File: src/rtl/rr_mux4to1.sv
// Four-channel round-robin stream multiplexer. Merges four valid/ready
// input channels into one registered output channel and tags each word with
// its source channel index so a downstream demux can route it back out.
module rr_mux4to1 #(
   parameter int unsigned WIDTH = 8
) (
   input  logic               clk,
   input  logic               rst,
   input  logic [3:0]         in_valid,
   input  logic [4*WIDTH-1:0] in_data,
   output logic [3:0]         in_ready,
   output logic               out_valid,
   output logic [WIDTH-1:0]   out_data,
   output logic [1:0]         out_sel,
   input  logic               out_ready
);

   logic             out_valid_q;
   logic [WIDTH-1:0] out_data_q;
   logic [1:0]       out_sel_q;
   logic [1:0]       last_grant_q;

   logic             load;
   logic             found;
   logic [1:0]       grant;
   logic [1:0]       idx;
   logic             accept;

   // Output register may take a new word when it is empty or draining now.
   assign load   = !out_valid_q || out_ready;
   assign accept = load && found && !rst;

   // Search channels starting just after the previous winner.
   always_comb begin
      found = 1'b0;
      grant = 2'd0;
      idx   = 2'd0;
      for (int k = 1; k <= 4; k++) begin
         idx = last_grant_q + 2'(k);
         if (!found && in_valid[idx]) begin
            found = 1'b1;
            grant = idx;
         end
      end
   end

   // One-hot handshake toward the granted channel; held low during reset.
   always_comb begin
      in_ready = 4'b0000;
      if (accept) begin
         in_ready = 4'b0001 << grant;
      end
   end

   // Output register and arbitration pointer.
   always_ff @(posedge clk or posedge rst) begin
      if (rst) begin
         out_valid_q  <= 1'b0;
         out_data_q   <= '0;
         out_sel_q    <= 2'd0;
         last_grant_q <= 2'd3;
      end else if (accept) begin
         out_valid_q  <= 1'b1;
         out_data_q   <= in_data[grant*WIDTH +: WIDTH];
         out_sel_q    <= grant;
         last_grant_q <= grant;
      end else if (load) begin
         out_valid_q  <= 1'b0;
      end
   end

   assign out_valid = out_valid_q;
   assign out_data  = out_data_q;
   assign out_sel   = out_sel_q;

endmodule

File: config.mk
export PLATFORM = sky130hd
export DESIGN_NAME = rr_mux4to1
export DESIGN_NICKNAME = d
export VERILOG_FILES = /design/src/rtl/rr_mux4to1.sv
export SDC_FILE = /design/constraint.sdc
export NUM_CORES = 1
export LEC_CHECK = 0
export CAP_MARGIN = 40
export CORE_MARGIN = 1
export CORE_UTILIZATION = 40
export DETAILED_ROUTE_END_ITERATION = 10
export HOLD_SLACK_MARGIN = 0.06
export PLACE_DENSITY = 0.95
export SETUP_SLACK_MARGIN = 0.2
export SYNTH_ARGS = -nofsm -noshare
export SYNTH_HDL_FRONTEND = slang
export SYNTH_SLANG_ARGS = --single-unit
File: constraint.sdc
create_clock -name clk -period 4 [get_ports clk]
set_input_delay 0.6 -clock clk [delete_from_list [all_inputs] [get_ports clk]]
set_output_delay 0.6 -clock clk [all_outputs]
set_load 0.01 [all_outputs]
==> results.toml, run 1 <==
[run_status]
status = "complete, no violations"

[clock_tree]
cts_tree = "yes"
root_buffer = "clkbuf_4"
clkTransAtPathRegs_ps = 80
clk_latency_ps = 280
cts_resized = 0
cts_num_sinks = 13
post_cts_buffers = 0
cts_hold_buf = 0
cts.htree.levels = 1
clk_path_buf_depth = 2
numCtsBuffers = 3

[logic_synthesis]
synth_common_cells = "nor2_1 (12), dfrtp_1 (11), a211oi_1 (9), mux2i_1 (9), nand2_1 (8)"
synth.avg_cell_area_sq_um = 9.66
syn_nets = 135
synth_most_common_cell = "nor2_1"
synth-warning-count = 0
synth_top_area_cell = "dfrtp_1"
synth_top_area_share = 0.297
syn_inst = 96
syn-cell-area_sq_um = 927
synthTopCellsByArea = "dfrtp_1 (30%), mux2i_1 (9.7%), a211oi_1 (7.3%)"
synth_ff_type = "dfrtp_1"
synth_enable_flop_cells = 0
synthArstFlopShare = 1.00
synth_cell_types = 33
yosysSeqAreaShare = 0.354
ys_ff_latch = 13

[worst_setup_path]
cp.required_ps = 3400
crit_arrival_ps = 3030
end_kind = "primary output"
start_kind = "primary input"
critPathBufInv = 2
crit_family = "simple AND/OR/NAND/NOR gates"
crit_fanout = 17
slowest_stage = "nor3_2"
cp_common_cell = "clkdlybuf4s50_1"
setup.worst_path.class = "in2out"
worstPathCellList = "clkdlybuf4s50_1 -> nor4_2 -> nor3_2 -> nand2_1 -> nor2_1 -> clkdlybuf4s50_1"
max_stage_delay_ps = 710

[min_path]
hold_path.class = "reg2reg"

[sta]
finalCriticalPeriod_ps = 3630
fmax_mhz = 276
hold_viol = 0
finalClockSkew_ps = 0.986
rsz0062_at_grt = "no"
layout_worst_path_cycle_share = 0.907
finalSetupViolCount = 0
drv_slew = 0
slew_headroom = 0.383
fin_tns_setup_ps = 0
tightest_slew_ps = 920

[finish]
drive_gt1_frac = 0.108
fin_area_sq_um = 1470
antennaDiodeCount = 0
area.growth.synth_to_final_pct = 58.8
nNetsFinal = 188

[global_routing]
grtUsageTotal = 0.214
antenna_found_initial = 0
grt_first_pass_wirelength_mm = 4.00
grt_max_degree = 18
overflow = 0
grt_pass1_vias = 892

[floorplan]
die_area_sq_um = 2510
core_area_sq_um = 2190
die_x_um = 50.1
pin_count = 54
initial_utilization = 0.423
fp.dieH_um = 50.1
placementRows = 17

[run]
cap_viol_max_count = 0

[pwr]
leakage_nw = 0.606
ir_worst_vdd_uv = 245
power_density_nw_per_um2 = 383

[placement]
globalplace.congestion = 0.818
dp_hpwl_mm = 2.01
io_buffers = 53
placed_area_sq_um = 1450

[route]
drtAntennaViolNets = 0
wl_mm = 2.51
vias_per_cell = 5.43
first_pass_iters = 4
post_drt_wl_per_cell_um = 14.3
drt_iter0_markers = 28
via_count = 956
drc_errors = 0
## layout make-up
class	instances	area (sq um)
Tap cell	28	35.0
Fill cell	170	718
Inverter	1	3.75
Timing Repair Buffer	54	538
Clock buffer	4	26.3
Multi-Input combinational cell	76	542
Sequential cell	13	328
## metal layers
layer | wire length (um) | GRT usage
met1 | 1060 | 0.261
met2 | 1270 | 0.362
met3 | 125 | 0.0394
met4 | 54 | 0.100
met5 | 0 | 0
## logic make-up after synthesis
family | Yosys count | synth area share
simple gates | 37 | 0.204
compound gates | 27 | 0.247
mux | 12 | 0.134
buf+inv | 7 | 0.0621
flops | 13 | 0.354
## report_power, final
group          internal (W)  switching [W]
Combinational      0.000159       0.000123
Clock             0.0000388      0.0000451
Sequential         0.000173      0.0000251
## placed cells by master (no fill, tap or decap), types with 2 or more instances in the layout
| master | n |
|---|---|
| a21oi_1 | 3 |
| nand3_1 | 6 |
| nor2b_1 | 2 |
| o211ai_1 | 3 |
| mux2i_1 | 9 |
| clkdlybuf4s50_1 | 53 |
| mux2_2 | 3 |
| nor2_1 | 12 |
| nand2b_1 | 2 |
| nand2_1 | 8 |
| clkbuf_4 | 3 |
| dfstp_2 | 2 |
| dfrtp_1 | 11 |
| o211a_1 | 5 |
| a211oi_1 | 9 |
## through the flow
step / power [W] / cells / hold WS (ps) / util / setup WS [ps]
2_1_floorplan: 0.000352 / 96 / 476 / - / 1660
3_3_place_gp: 0.000474 / 172 / 464 / 0.660 / 545
3_5_place_dp: 0.000482 / 172 / 483 / 0.660 / 426
4_1_cts: 0.000566 / 176 / 503 / 0.672 / 432
5_1_grt: 0.000599 / 176 / 544 / 0.672 / 204
6_report: 0.000564 / 176 / 494 / 0.672 / 371
## sequential cells by signal (all words and copies together) (netlist names)
signal	cells
out_sel	2
out_valid	1
last_grant_q	2
out_data	8
## worst paths after layout
path                       depth (start not counted)                        start  slack, ps                           to
max in group asynchronous                          2                          rst       2900  last_grant_q[1]$_DFFE_PP1P_
hold reg to reg                                    2       out_sel[1]$_DFFE_PP0P_        490       out_sel[1]$_DFFE_PP0P_
hold / removal                                     2       out_sel[1]$_DFFE_PP0P_        490       out_sel[1]$_DFFE_PP0P_
min in group asynchronous                          2                          rst        740        out_valid$_DFFE_PP0P_
setup / recovery                                   6                  in_valid[0]        370                  in_ready[1]
setup reg to reg                                   6  last_grant_q[1]$_DFFE_PP1P_       1740      out_data[7]$_DFFE_PP0P_
## worst reg2reg max path, cell delays in order, from the launching register on
cell	delay [ps]
dfstp_2	590
mux2i_1	190
o22a_1	280
o21a_1	440
buf_4	260
mux2_2	340
o211ai_1	80
Note: power is estimated with default switching activity, not from simulation.
==> run 2, diff against run 1 <==
--- a/config.mk
+++ b/config.mk
@@ -8,6 +8,7 @@
 export CAP_MARGIN = 40
 export CORE_MARGIN = 1
 export CORE_UTILIZATION = 40
+export CTS_CLUSTER_SIZE = 30
 export DETAILED_ROUTE_END_ITERATION = 10
 export HOLD_SLACK_MARGIN = 0.06
 export PLACE_DENSITY = 0.95
==> results of run 2 <==
The final DEF is identical to that of run 1; final timing and power are the same.
